$ cat config.mk
export PLATFORM = sky130hd
export DESIGN_NAME = move_input
export DESIGN_NICKNAME = d
export VERILOG_FILES = /design/src/rtl/move_input.sv
export SDC_FILE = /design/constraint.sdc
export NUM_CORES = 1
export LEC_CHECK = 0
export CAP_MARGIN = 10
export CORE_MARGIN = 5
export CORE_UTILIZATION = 50
export CTS_CLUSTER_DIAMETER = 120
export DETAILED_ROUTE_END_ITERATION = 16
export PLACE_DENSITY = 0.67
export SYNTH_ARGS = -nofsm -noshare
export SYNTH_HDL_FRONTEND = slang
export SYNTH_SLANG_ARGS = --single-unit
$ cat constraint.sdc
create_clock -name clk -period 10.6 [get_ports clk]
set_input_delay 1.06 -clock clk [delete_from_list [all_inputs] [get_ports clk]]
set_output_delay 1.06 -clock clk [all_outputs]
set_load 0.005 [all_outputs]
$ cat src/rtl/move_input.sv
// move_input: synchronizes, debounces and edge-detects four push-buttons, then
// presents one encoded move at a time through a single-entry valid/ready register.
module move_input #(
  parameter int DB_CYCLES = 500000,
  parameter int DB_W      = 20
) (
  input  logic       clk,
  input  logic       rst,
  input  logic       btn_up,
  input  logic       btn_down,
  input  logic       btn_left,
  input  logic       btn_right,
  input  logic       move_ready,
  output logic [1:0] dir,
  output logic       move_valid,
  output logic [7:0] drop_count
);

  localparam logic [DB_W-1:0] CNT_LAST = DB_W'(DB_CYCLES - 1);

  typedef enum logic {EMPTY, FULL} state_t;

  state_t          state, state_next;
  logic [3:0]      raw, sync_a, sync_b, deb, press;
  logic [DB_W-1:0] cnt [4];
  logic            evt, load, hold_drop;
  logic [1:0]      code;
  logic [2:0]      n_press, pri_drops;
  logic [8:0]      drop_sum;
  logic [7:0]      drop_next;

  // Bit order doubles as priority: bit 0 (up) wins, bit 3 (right) loses.
  assign raw = {btn_right, btn_left, btn_down, btn_up};

  always_ff @(posedge clk or negedge rst) begin
    if (!rst) begin
      sync_a <= '0;
      sync_b <= '0;
    end else begin
      sync_a <= raw;
      sync_b <= sync_a;
    end
  end

  always_ff @(posedge clk or negedge rst) begin
    if (!rst) begin
      deb <= '0;
      for (int i = 0; i < 4; i++) cnt[i] <= '0;
    end else begin
      for (int i = 0; i < 4; i++) begin
        if (sync_b[i] == deb[i]) begin
          cnt[i] <= '0;
        end else if (cnt[i] == CNT_LAST) begin
          deb[i] <= sync_b[i];
          cnt[i] <= '0;
        end else begin
          cnt[i] <= cnt[i] + 1'b1;
        end
      end
    end
  end

  // A press is the cycle in which a debounced bit is about to rise.
  always_comb begin
    press = '0;
    for (int i = 0; i < 4; i++)
      press[i] = (cnt[i] == CNT_LAST) && sync_b[i] && !deb[i];
  end

  always_comb begin
    code = 2'd0;
    if (press[0])      code = 2'd0;
    else if (press[1]) code = 2'd1;
    else if (press[2]) code = 2'd2;
    else if (press[3]) code = 2'd3;
    evt       = |press;
    n_press   = 3'(press[0]) + 3'(press[1]) + 3'(press[2]) + 3'(press[3]);
    pri_drops = evt ? (n_press - 3'd1) : 3'd0;
  end

  always_comb begin
    state_next = state;
    load       = 1'b0;
    hold_drop  = 1'b0;
    case (state)
      EMPTY: begin
        if (evt) begin
          state_next = FULL;
          load       = 1'b1;
        end
      end
      FULL: begin
        if (move_ready) begin
          if (evt) load = 1'b1;
          else     state_next = EMPTY;
        end else if (evt) begin
          hold_drop = 1'b1;
        end
      end
      default: state_next = EMPTY;
    endcase
  end

  // Up to four discards can land in one cycle; clamp rather than wrap.
  always_comb begin
    drop_sum  = {1'b0, drop_count} + {6'd0, pri_drops} + {8'd0, hold_drop};
    drop_next = (drop_sum > 9'd255) ? 8'hFF : drop_sum[7:0];
  end

  always_ff @(posedge clk or negedge rst) begin
    if (!rst) begin
      state      <= EMPTY;
      dir        <= 2'd0;
      drop_count <= 8'd0;
    end else begin
      state      <= state_next;
      drop_count <= drop_next;
      if (load) dir <= code;
    end
  end

  assign move_valid = (state == FULL);

endmodule

# Word-level counts from Yosys, hierarchy flattened
# Cells that the tools add are included.
# op_classes
n_addsub,10
n_lt_le_gt_ge,1
eq_ne,8
muxes,21
bitwise_logic,5
n_reduce_logical,17
# op_table
op,n
20-bit 2-to-1 mux,8
20-bit by 1-bit adder with 20-bit output (second input constant),4
20-bit by 19-bit equality test with 1-bit output (second input constant),4
8-bit by 3-bit adder with 9-bit output,1
9-bit by 1-bit adder with 9-bit output,1
9-bit by 8-bit greater-than comparator with 1-bit output (second input constant),1
1-bit logical AND,8
2-bit 2-to-1 mux,4
8-bit 2-to-1 mux,1
2-bit AND reduction,4
1-bit 2-to-1 mux,5
1-bit NOT,5
1-bit equality test,4
1-bit logical NOT,4
1-bit case mux with 2 select lines,2
4-bit OR reduction,1
2-bit by 1-bit adder with 3-bit output,1
3-bit by 1-bit adder with 3-bit output,1
3-bit 2-to-1 mux,1
3-bit by 1-bit subtractor with 3-bit output (second input constant),1
1-bit by 1-bit adder with 2-bit output,1
# totals
register_bits,103
in_bits,7
output_inout_bits,11
word_cells,75

# Longest topological paths before layout
# Gate-level depths: netlist of the first run.
# depth
ltp_word,12
depth_mapped,15
depth_no_buf,15

# Worst setup path after synthesis of the first run
# OpenSTA, ideal clock, no wires.
# synth_timing
path_kind,reg2reg
start,reg cnt[20] (netlist name)
end,reg drop_count[0]
setup_time_ps,70
t_arrival_ps,3463
required_ps,10530
path_slack_ps,7067
stages_incl_launch_ff,15
n_path_buf,0
synth_period_minus_slack_ps,3533
path_cell_list,dfrtp_1 -> ha_1 -> and4_1 -> nand3_1 -> or3_1 -> ha_1 -> fa_1 -> ha_1 -> or2_1 -> fa_1 -> inv_1 -> a21oi_1 -> nor2_1 -> nand3_1 -> nand2b_1
# synth_via
elab_chain_cells,11
elab_cells_between_ends,15
cone_classes,add/sub (5); order compare (1); eq/ne (1); mux (5); reduce/logical (3)
# synth_rtl
item,line,source
"start, declared",25,logic [DB_W-1:0] cnt [4];
"start signal, assigned by index",57,cnt[i] <= cnt[i] + 1'b1;
20-bit by 19-bit equality test with 1-bit output (*),67,press[i] = (cnt[i] == CNT_LAST) && sync_b[i] && !deb[i];
1-bit logical AND (*) (2 in a row),67,
2-bit by 1-bit adder with 3-bit output,77,n_press = 3'(press[0]) + 3'(press[1]) + 3'(press[2]) + 3'(press[3]);
3-bit by 1-bit adder with 3-bit output,77,
3-bit by 1-bit subtractor with 3-bit output,78,pri_drops = evt ? (n_press - 3'd1) : 3'd0;
3-bit 2-to-1 mux,78,
8-bit by 3-bit adder with 9-bit output,106,"drop_sum = {1'b0, drop_count} + {6'd0, pri_drops} + {8'd0, hold_drop};"
9-bit by 1-bit adder with 9-bit output (*),106,
9-bit by 8-bit greater-than comparator with 1-bit output,107,drop_next = (drop_sum > 9'd255) ? 8'hFF : drop_sum[7:0];
8-bit 2-to-1 mux (*),107,
via drop_next[0],30,logic [7:0] drop_next;
"end signal, assigned",117,drop_count <= drop_next;
"end, declared",16,output logic [7:0] drop_count
# Mark *: on every way through the listed nets, which the timed path passes. The rest lies on a longest branch.
# A chain may end at the register's enable or synchronous reset.

# Final worst setup path of the first run
# layout_timing
start,reg cnt[20] (netlist name)
end,reg drop_count[1]
# Same word-level chain as after synthesis.

==> results of run 1 <==
Yosys cell counts (all sizes together), types with 2 or more instances:
cell,count,area (µm²)
mux2,4,45.04
nand4,13,87.58
or2,3,18.77
fa,3,60.06
a21oi,9,45.04
or4,3,26.27
ha,8,100.1
and3,18,112.6
nor3,8,40.04
nand3,38,190.2
nor2,94,352.8
clkbuf,4,15.01
nor4b,2,17.52
xor2,46,402.9
nand4b,2,17.52
nand2b,4,25.02
nand2,37,141.4
xnor2,28,245.2
nor4,10,62.56
nor2b,4,25.02
buf,2,10.01
o21ai,6,30.03
or3,7,48.80
dfrtp,103,2577
nor3b,2,15.01
and2,3,18.77
inv,7,26.28
and4,10,90.09
power groups by stage:
stage          clock network, W  registers (W)  logic (W)
2_1_floorplan                 0       0.000409  0.0000105
3_3_place_gp                  0       0.000410  0.0000231
3_5_place_dp                  0       0.000410  0.0000234
4_1_cts                0.000242       0.000403  0.0000236
5_1_grt                0.000259       0.000404  0.0000267
6_report               0.000233       0.000403  0.0000225
layout make-up:
| class | instances | area, µm² | area share |
|---|---|---|---|
| sequential | 103 | 2577 | 0.4757 |
| multi-input combinational | 370 | 2287 | 0.4222 |
| timing repair buffer | 19 | 182.7 | 0.03372 |
| tap | 133 | 166.4 | 0.03072 |
| clock buffer | 10 | 127.6 | 0.02356 |
| clock inverter | 5 | 50.05 | 0.009238 |
| inverter | 7 | 26.28 | 0.004850 |
through the flow:
stage	instance area [µm²]	utilization	hold WS, ps	std cells
floorplan	4916	-	331.2	486
global placement	5240	0.5411	333.4	632
detailed placement	5240	0.5411	337.8	632
CTS	5418	0.5594	359.4	647
global route	5418	0.5594	376.2	647
finish	5418	0.5594	355.1	647
per-layer routing:
layer  routed length [µm]  global-route usage
met1                 3993              0.2086
met2                 4290              0.2741
met3                  212             0.04263
met4                  126             0.05500
met5                    0                   0
logic make-up after synthesis:
kind of cell    synth area share
xor+xnor                  0.1318
mux                     0.009162
simple gates              0.2667
flops                     0.5243
fa+ha+maj                0.03258
buf+inv                  0.01044
compound gates           0.02495
flip-flops by register name, indices dropped and copies added, names as in the netlist:
register    cells
move_valid      1
sync_b          4
cnt            80
drop_count      8
sync_a          4
dir             2
deb             4
worst max-delay path by stage:
| stage | slack (ps) | to | startpoint | cells past startpoint |
|---|---|---|---|---|
| floorplan | 7070 | drop_count[0] | cnt[20] | 14 |
| finish | 6690 | drop_count[1] | cnt[20] | 14 |
| detailed placement | 6720 | drop_count[1] | cnt[20] | 14 |
| CTS | 6680 | drop_count[1] | cnt[20] | 14 |
| global route | 6360 | drop_count[0] | cnt[20] | 14 |
| global placement | 6830 | drop_count[0] | cnt[20] | 14 |
==> metrics.md, run 1 <==
| Metric | Value |
|---|---|
| Max incr delay on CP | `430 ps` |
| Root cell of the clock tree | `clkbuf_8` |
| Overall Power | `approximately 0.00066 W` |
| Setup repair bufs after CTS | `0` |
| Worst setup slack after placement | `6717 ps` |
| H-tree depth | `3` |
| CP cell instances | `ha_1 > and4_1 > nand3_1 > or3_1 > ha_1 > fa_1 > ha_1 > or2_1 > fa_1 > inv_1 > a21oi_1 > nor2_1 > nand3_1 > nand2_1` |
| Worst-margin pin slew | `between 800 and 900 ps` |
| Status | `completed` |
| Placer Congestion | `0.7773` |
| Synth warnings | `0` |
| I/O Buffers | `17` |
| #FFs+latches synth | `103` |
| Peak supply drop | `just under 0.1 mV` |
| DP HPWL | `roughly 5.9 mm` |
| Synth Cell Area | `4916 µm²` |
| Die Span Y | `109.2 µm` |
| Distinct cells, synth | `42` |
| Power per cell area | `121.4 nW/µm²` |
| DRT antenna net count | `0` |
| Boundary Pins | `18` |
| RSZ-0062 raised after global routing | `no` |
| Clock Latency Late Sink | `370 ps` |
| Number of max-cap violations | `0` |
| WP buf/inv | `1` |
| Initial Util | `0.5076` |
| Final setup fails | `0` |
| CP arrival | `about 4200 ps` |
| Fmax achieved | `approximately 260 MHz` |
| Worst Hold Class | `flop to flop` |
| Syn nets | `504` |
| Pleak | `about 2.4 nW` |
| Post-CTS sizing | `0` |
| Switching share of power | `0.2233` |
| Hold_sp | `sync_a[3]` |
| Share of cells above drive strength 1 | `0.05447` |
| Area added between synthesis and finish | `10.21%` |
| CP most frequent cell | `ha_1` |
| Row count | `36` |
| # nets final | `528` |
| Worst r2r src | `cnt[20]` |
| Total CTS buffers | `9` |
| CTS sink count | `~100` |
| Commonest non-fill, non-tap cell in the layout | `dfrtp_1` |
| Slew Limit Fails | `0` |
| Worst path slowest cell | `fa_1` |
| Fin Clk Skew | `10.11 ps` |
| Final setup TNS | `0 ps` |
| Setup crit end kind | `flop` |
| Main synth FF type | `dfrtp_1` |
| Wirelength, routed | `8.623 mm` |
| Hold Buf Count CTS | `0` |
| Setup slack after layout | `between 6000 and 7000 ps` |
| Flop-to-flop setup slack | `~6700 ps` |
| Seq/Total Area, Yosys | `0.5243` |
| Most frequent cells in the layout | `dfrtp_1 (103), nor2_1 (94), xor2_1 (46), nand3_1 (38), nand2_1 (36)` |
| Power share of the sequential group | `0.612` |
| Mean post-synth cell area | `a little over 10 µm²` |
| CTS tree | `built` |
| DR vias/cell | `5.280` |
| Vias in the first global route | `3417` |
| Remaining Overflow, GRT | `0` |
| Die X | `between 100 and 150 µm` |
| Post-Syn Instances | `486` |
| Fin crit share | `0.3692` |
| Drt initial violations | `between 100 and 150` |
| Worst R2R Path Depth | `14` |
| Comb power frac | `0.034` |
| Clock power share | `0.354` |
| CP Max Fanout | `6` |
| CTS max path bufs | `2` |
| Power Internal | `0.0005109 W` |
| CP Launch Type | `flop` |
| Asr flop ratio synth | `1.000` |
| Via count | `3416` |
| Worst-path clk slew | `90 ps` |
| Reg-to-reg critical path endpoint | `drop_count[1]` |
| Kind of cell adding the most delay to the critical path | `simple AND/OR/NAND/NOR gates` |
| Core Box Area | `9684 µm²` |
| Worst EP required | `10900 ps` |
| Remaining DRCs | `0` |
| Tmin final | `approximately 4000 ps` |
| Setup CP Type | `flop to flop` |
| DIE AREA | `11910 µm²` |
| End of the worst hold path | `sync_b[3]` |
| Total track usage | `0.1645` |
| Hold Path Stages | `0` |
| Number of synthesized flops with an enable pin | `0` |
| P_sw | `0.0001469 W` |
| Inserted Diodes | `0` |
| Initial antenna violation count | `0` |
| Fillers | `835` |
| Endpoints failing hold | `0` |
| Iteration count of the initial detailed-routing pass | `4` |
| Drt wl/cell | `13.33 µm` |
| First-pass GRT wire length | `approximately 15 mm` |
| Max-slew headroom | `0.4516` |
| Largest net degree at the start of global routing | `between 60 and 70` |
Note: power is estimated with default switching activity, not from simulation.
==> inputs of run 2 (changes only) <==
Clock period 10.6 ns to 3.8 ns, I/O delays scaled along.
==> metrics.md, run 2 (synthesized netlist as in run 1, its figures left out) <==
| Metric | Value |
|---|---|
| Core Box Area | `9684 µm² (unchanged)` |
| Slew Limit Fails | `0 (unchanged)` |
| # nets final | `537 (+1.7%)` |
| Final setup fails | `0 (unchanged)` |
| Inserted Diodes | `0 (unchanged)` |
| Drt wl/cell | `13.35 µm (+0.16%)` |
| Remaining Overflow, GRT | `0 (unchanged)` |
| WP buf/inv | `1 (unchanged)` |
| Share of cells above drive strength 1 | `0.08015 (+0.02568)` |
| Max-slew headroom | `0.3127 (-0.1389)` |
| Total track usage | `0.1664 (+0.001879)` |
| Setup slack after layout | `187.2 ps (-6499 ps)` |
| Wirelength, routed | `8.770 mm (+1.7%)` |
| First-pass GRT wire length | `15.75 mm (+2.2%)` |
| Most frequent cells in the layout | `dfrtp_1 (103), nor2_1 (93), xor2_1 (46), nand3_1 (37), nand2_1 (36)` |
| Worst R2R Path Depth | `13 (-1)` |
| DRT antenna net count | `0 (unchanged)` |
| Hold Buf Count CTS | `0 (unchanged)` |
| CTS sink count | `103 (unchanged)` |
| Pleak | `2.440 nW (+2.1%)` |
| Total CTS buffers | `9 (unchanged)` |
| Power per cell area | `347.8 nW/µm² (+190%)` |
| Number of max-cap violations | `0 (unchanged)` |
| Area added between synthesis and finish | `12.57%` |
| Status | `completed` |
| Remaining DRCs | `0 (unchanged)` |
| Setup crit end kind | `flop` |
| Initial Util | `0.5076 (unchanged)` |
| Fmax achieved | `276.8 MHz (+8.3%)` |
| Largest Register | `cnt` |
| Max incr delay on CP | `450 ps (+20 ps)` |
| Tmin final | `3613 ps (-300.9 ps)` |
| Reg-to-reg critical path endpoint | `drop_count[0]` |
| Kind of cell adding the most delay to the critical path | `simple AND/OR/NAND/NOR gates` |
| Initial antenna violation count | `0 (unchanged)` |
| Worst-path clk slew | `100 ps (about the same)` |
| CTS tree | `built` |
| H-tree depth | `3 (unchanged)` |
| Largest net degree at the start of global routing | `84 (+25%)` |
| Worst path slowest cell | `or4_4` |
| Peak supply drop | `0.2735 mV (+180%)` |
| Placer Congestion | `0.8001 (+2.9%)` |
| Setup CP Type | `flop to flop` |
| Iteration count of the initial detailed-routing pass | `4 (unchanged)` |
| Drt initial violations | `175 (+33%)` |
| Worst Hold Class | `input port to asynchronous set/reset pin` |
| Row count | `36 (unchanged)` |
| Endpoints failing hold | `0 (unchanged)` |
| DP HPWL | `6.011 mm (+1.6%)` |
| Die Span Y | `109.2 µm (unchanged)` |
| Via count | `3435 (+0.56%)` |
| Worst setup slack after placement | `96.79 ps (-6620 ps)` |
| Fin crit share | `0.9507 (+0.5815)` |
| CTS max path bufs | `2 (unchanged)` |
| Commonest non-fill, non-tap cell in the layout | `dfrtp_1` |
| Worst-margin pin slew | `1031 ps (+214.6 ps)` |
| Max reg flops | `80 (unchanged)` |
| CP cell instances | `ha_2 > nand4_2 > or4_4 > or3_4 > fa_1 > ha_1 > or2_1 > fa_1 > inv_1 > a21oi_2 > nor2_2 > nand3_2 > nand2b_1` |
| Die X | `109.2 µm (unchanged)` |
| Vias in the first global route | `3555 (+4.0%)` |
| DR vias/cell | `5.228 (-0.97%)` |
| Flop-to-flop setup slack | `190 ps (-6500 ps)` |
| Regs by FF count | `cnt: 80 flops, drop_count: 8 flops` |
| Util after Layout | `0.5714 (+0.01201)` |
| I/O Buffers | `17 (unchanged)` |
| Worst EP required | `4120 ps (-6780 ps)` |
| CP most frequent cell | `fa_1` |
| Worst r2r src | `cnt[0]` |
| Fin Clk Skew | `12.77 ps (+2.660 ps)` |
| Root cell of the clock tree | `clkbuf_8` |
| CP Max Fanout | `6 (unchanged)` |
| CP Launch Type | `flop` |
| CP arrival | `3930 ps (-290 ps)` |
| Clock Latency Late Sink | `370 ps (about the same)` |
| DIE AREA | `11910 µm² (unchanged)` |
| Boundary Pins | `18 (unchanged)` |
run 2: what timing repair did:
item | 4_1_cts | 5_1_grt
buffers inserted | 0 | 2
hold endpoints to repair | 0 | 0
endpoints found under the setup margin | 0 | 7
resized for setup | 0 | 4
run 2: how the worst max path moves through the flow:
stage	start	endpoint	slack [ps]	cells after the start
detailed placement	cnt[0]	drop_count[0]	100	13
global route	cnt[20]	drop_count[0]	-20	14
finish	cnt[0]	drop_count[0]	190	13
floorplan	cnt[20]	drop_count[0]	270	14
CTS	cnt[0]	drop_count[0]	60	13
global placement	cnt[0]	drop_count[0]	170	13
run 2: final cells by class:
type | count | area [µm²]
repair buffers | 28 | 250.2
well taps | 133 | 166.4
fillers | 848 | 4150
inverters | 7 | 26.28
clock buffers | 10 | 127.6
flip-flops and latches | 103 | 2577
multi-input cells | 370 | 2301
clock inverters | 6 | 85.08
run 2: per-stage QoR:
| stage | std cells | TNS (ps) | hold slack, ps | total power [W] | area [µm²] |
|---|---|---|---|---|---|
| 6_report | 657 | 0 | 170.9 | 0.001925 | 5534 |
| 5_1_grt | 657 | -80.02 | 281.8 | 0.001995 | 5534 |
| 4_1_cts | 655 | 0 | 222.9 | 0.001954 | 5505 |
| 3_5_place_dp | 639 | 0 | 337.0 | 0.001209 | 5293 |
| 3_3_place_gp | 639 | 0 | 333.1 | 0.001208 | 5293 |
| 2_1_floorplan | 486 | 0 | 84.41 | 0.001171 | 4916 |
run 2: worst register-to-register path, cell delays in order, from the launching register on:
cell and delay [ps]:
dfrtp_1 400, ha_2 220, nand4_2 150, or4_4 450
or3_4 390, fa_1 390, ha_1 290, or2_1 250
fa_1 430, inv_1 90, a21oi_2 80, nor2_2 150
nand3_2 140, nand2b_1 100
run 2: routing by layer:
| metal | vias up | part of all wire | global-route usage | routed length [µm] |
|---|---|---|---|---|
| met1 | 1660 | 0.47 | 0.2117 | 4085 |
| li1 | 1724 | - | - | - |
| met3 | 11 | 0.033 | 0.03967 | 286 |
| met5 | - | 0 | 0 | 0 |
| met2 | 40 | 0.48 | 0.2772 | 4239 |
| met4 | 0 | 0.018 | 0.05951 | 160 |
run 2: where the power goes:
part           internal [W]  switching (W)
Combinational     0.0000207      0.0000441
Sequential          0.00111      0.0000131
Clock              0.000369       0.000369
Total               0.00150       0.000426
==> inputs of run 3 (changes only) <==
Settings changed: CORE_UTILIZATION 50 to 52, PLACE_DENSITY 0.67 to 0.7.
==> metrics.md, run 3 (synthesized netlist as in run 1, its figures left out) <==
| Metric | Value |
|---|---|
| Pleak | `2.428 nW (-0.49%)` |
| Worst-path clk slew | `100 ps (about the same)` |
| Row count | `35 (-2.8%)` |
| Placer Congestion | `0.8131 (+1.6%)` |
| Slew Limit Fails | `0 (unchanged)` |
| Regs by FF count | `cnt: 80 flops, drop_count: 8 flops` |
| Max-slew headroom | `0.4405 (+0.1277)` |
| Drt initial violations | `103 (-41%)` |
| Worst EP required | `4120 ps (about the same)` |
| Vias in the first global route | `3430 (-3.5%)` |
| Initial antenna violation count | `0 (unchanged)` |
| I/O Buffers | `17 (unchanged)` |
| Metal-1 WL | `4.201 mm (+2.8%)` |
| Wirelength, routed | `9.081 mm (+3.5%)` |
| Inserted Diodes | `0 (unchanged)` |
| Core Box Area | `9240 µm² (-4.6%)` |
| Top layer in use | `met4` |
| Commonest non-fill, non-tap cell in the layout | `dfrtp_1` |
| Die Span Y | `107.2 µm (-1.8%)` |
| Met2 wire len | `4.500 mm (+6.2%)` |
| Share of cells above drive strength 1 | `0.08031 (+0.0001533)` |
| DR vias/cell | `5.363 (+2.6%)` |
| First-pass GRT wire length | `15.64 mm (-0.65%)` |
| Fillers | `790 (-6.8%)` |
| FF/Latch Area | `2577 µm² (unchanged)` |
| Via count | `3497 (+1.8%)` |
| CTS max path bufs | `2 (unchanged)` |
| Most frequent cells in the layout | `dfrtp_1 (103), nor2_1 (94), xor2_1 (46), nand3_1 (37), nand2_1 (36)` |
| Largest Register | `cnt` |
| CTS tree | `built` |
| Peak supply drop | `0.5485 mV (+100%)` |
| Total track usage | `0.1698 (+0.003420)` |
| Cells after DPL | `635 (-0.63%)` |
| Initial Util | `0.5320 (+0.02440)` |
| # nets final | `536 (-0.19%)` |
| Setup crit end kind | `flop` |
| Tmin final | `3616 ps (+3.659 ps)` |
| CP Launch Type | `flop` |
| Remaining DRCs | `0 (unchanged)` |
| DP HPWL | `6.250 mm (+4.0%)` |
| Total CTS buffers | `9 (unchanged)` |
| DRT antenna net count | `0 (unchanged)` |
| Drt wl/cell | `13.93 µm (+4.3%)` |
| Worst-margin pin slew | `832.9 ps (-198.0 ps)` |
| Endpoints failing hold | `0 (unchanged)` |
| CTS sink count | `103 (unchanged)` |
| Status | `completed` |
| DIE AREA | `11500 µm² (-3.5%)` |
| RSZ-0062 raised after global routing | `no` |
| Fin Clk Skew | `17.76 ps (+4.987 ps)` |
| Largest net degree at the start of global routing | `48 (-43%)` |
| Worst Hold Class | `input port to asynchronous set/reset pin` |
| Remaining Overflow, GRT | `0 (unchanged)` |
| CP arrival | `3940 ps (about the same)` |
| Overall Power | `0.001936 W (+0.55%)` |
| Fin cells | `652 (-0.76%)` |
| Final setup TNS | `0 ps (unchanged)` |
| Fmax achieved | `276.5 MHz (-0.10%)` |
| Root cell of the clock tree | `clkbuf_8` |
| Setup CP Type | `flop to flop` |
| CP Max Fanout | `6 (unchanged)` |
| Die X | `107.2 µm (-1.8%)` |
| Fin crit share | `0.9517 (+0.0009629)` |
| Area added between synthesis and finish | `12.50% (about the same)` |
| Power per cell area | `350.0 nW/µm² (+0.62%)` |
| Number of max-cap violations | `0 (unchanged)` |
| Multi-input logic area | `2308 µm² (+0.33%)` |
| Clock Latency Late Sink | `380 ps (about the same)` |
| Met3 routed WL | `229 µm (-20%)` |
| Final setup fails | `0 (unchanged)` |
| H-tree depth | `3 (unchanged)` |
| Max reg flops | `80 (unchanged)` |
| Boundary Pins | `18 (unchanged)` |
| Iteration count of the initial detailed-routing pass | `4 (unchanged)` |
==> run 3: timing repair <==
action / 4_1_cts / 5_1_grt
buffers inserted: 0 / 1
hold buffers: 0 / 0
setup endpoints to repair: 0 / 7
resized for setup: 0 / 6
==> run 3: per-stage QoR <==
step	hold slack (ps)	area, µm²	worst slack, ps	util
after global routing	42.13	5530	9.179	0.5985
after detailed placement	334.7	5288	52.31	0.5722
final	2.354	5530	183.5	0.5985
after global placement	334.3	5288	165.6	0.5722
after floorplan	84.41	4916	267.4	-
after CTS	9.997	5502	31.08	0.5954
==> run 3: worst paths after layout <==
kind                                start            end  slack, ps  cells after the start
worst max register to register     cnt[0]  drop_count[0]        180                     13
worst max-delay path               cnt[0]  drop_count[0]        180                     13
max in group asynchronous             rst        cnt[71]       2970                      2
min in group clk                sync_a[2]      sync_b[2]        340                      0
worst min register to register  sync_a[2]      sync_b[2]        340                      0
worst min-delay path                  rst        cnt[56]          2                      1
==> run 3: cell type report <==
class / instances / area share
tap: 129 / 0.02919
timing repair buffer: 27 / 0.04389
clock inverter: 5 / 0.01493
clock buffer: 11 / 0.02376
sequential: 103 / 0.4661
multi-input combinational: 370 / 0.4174
inverter: 7 / 0.004751
==> run 3: worst max-delay path: stages (launching register included) <==
cell and delay [ps]:
dfrtp_1 400, ha_2 230, nand4_2 150, or4_4 460, or3_4 390, fa_1 400, ha_1 290, or2_1 260
fa_2 380, inv_1 80, a21oi_2 70, nor2_1 170, nand3_2 160, nand2b_1 110
==> run 3: power by group <==
group | leakage, nW | switching (W) | internal (W) | total (W)
Sequential | 1.41 | 0.0000128 | 0.00111 | 0.00112
Clock | 0.0958 | 0.000375 | 0.000371 | 0.000746
Combinational | 0.927 | 0.0000458 | 0.0000208 | 0.0000666
==> run 3: layer usage <==
layer,track usage,vias up
met4,0.05936,0
met5,0,-
met2,0.2855,26
met3,0.04335,15
met1,0.2124,1734
li1,-,1722
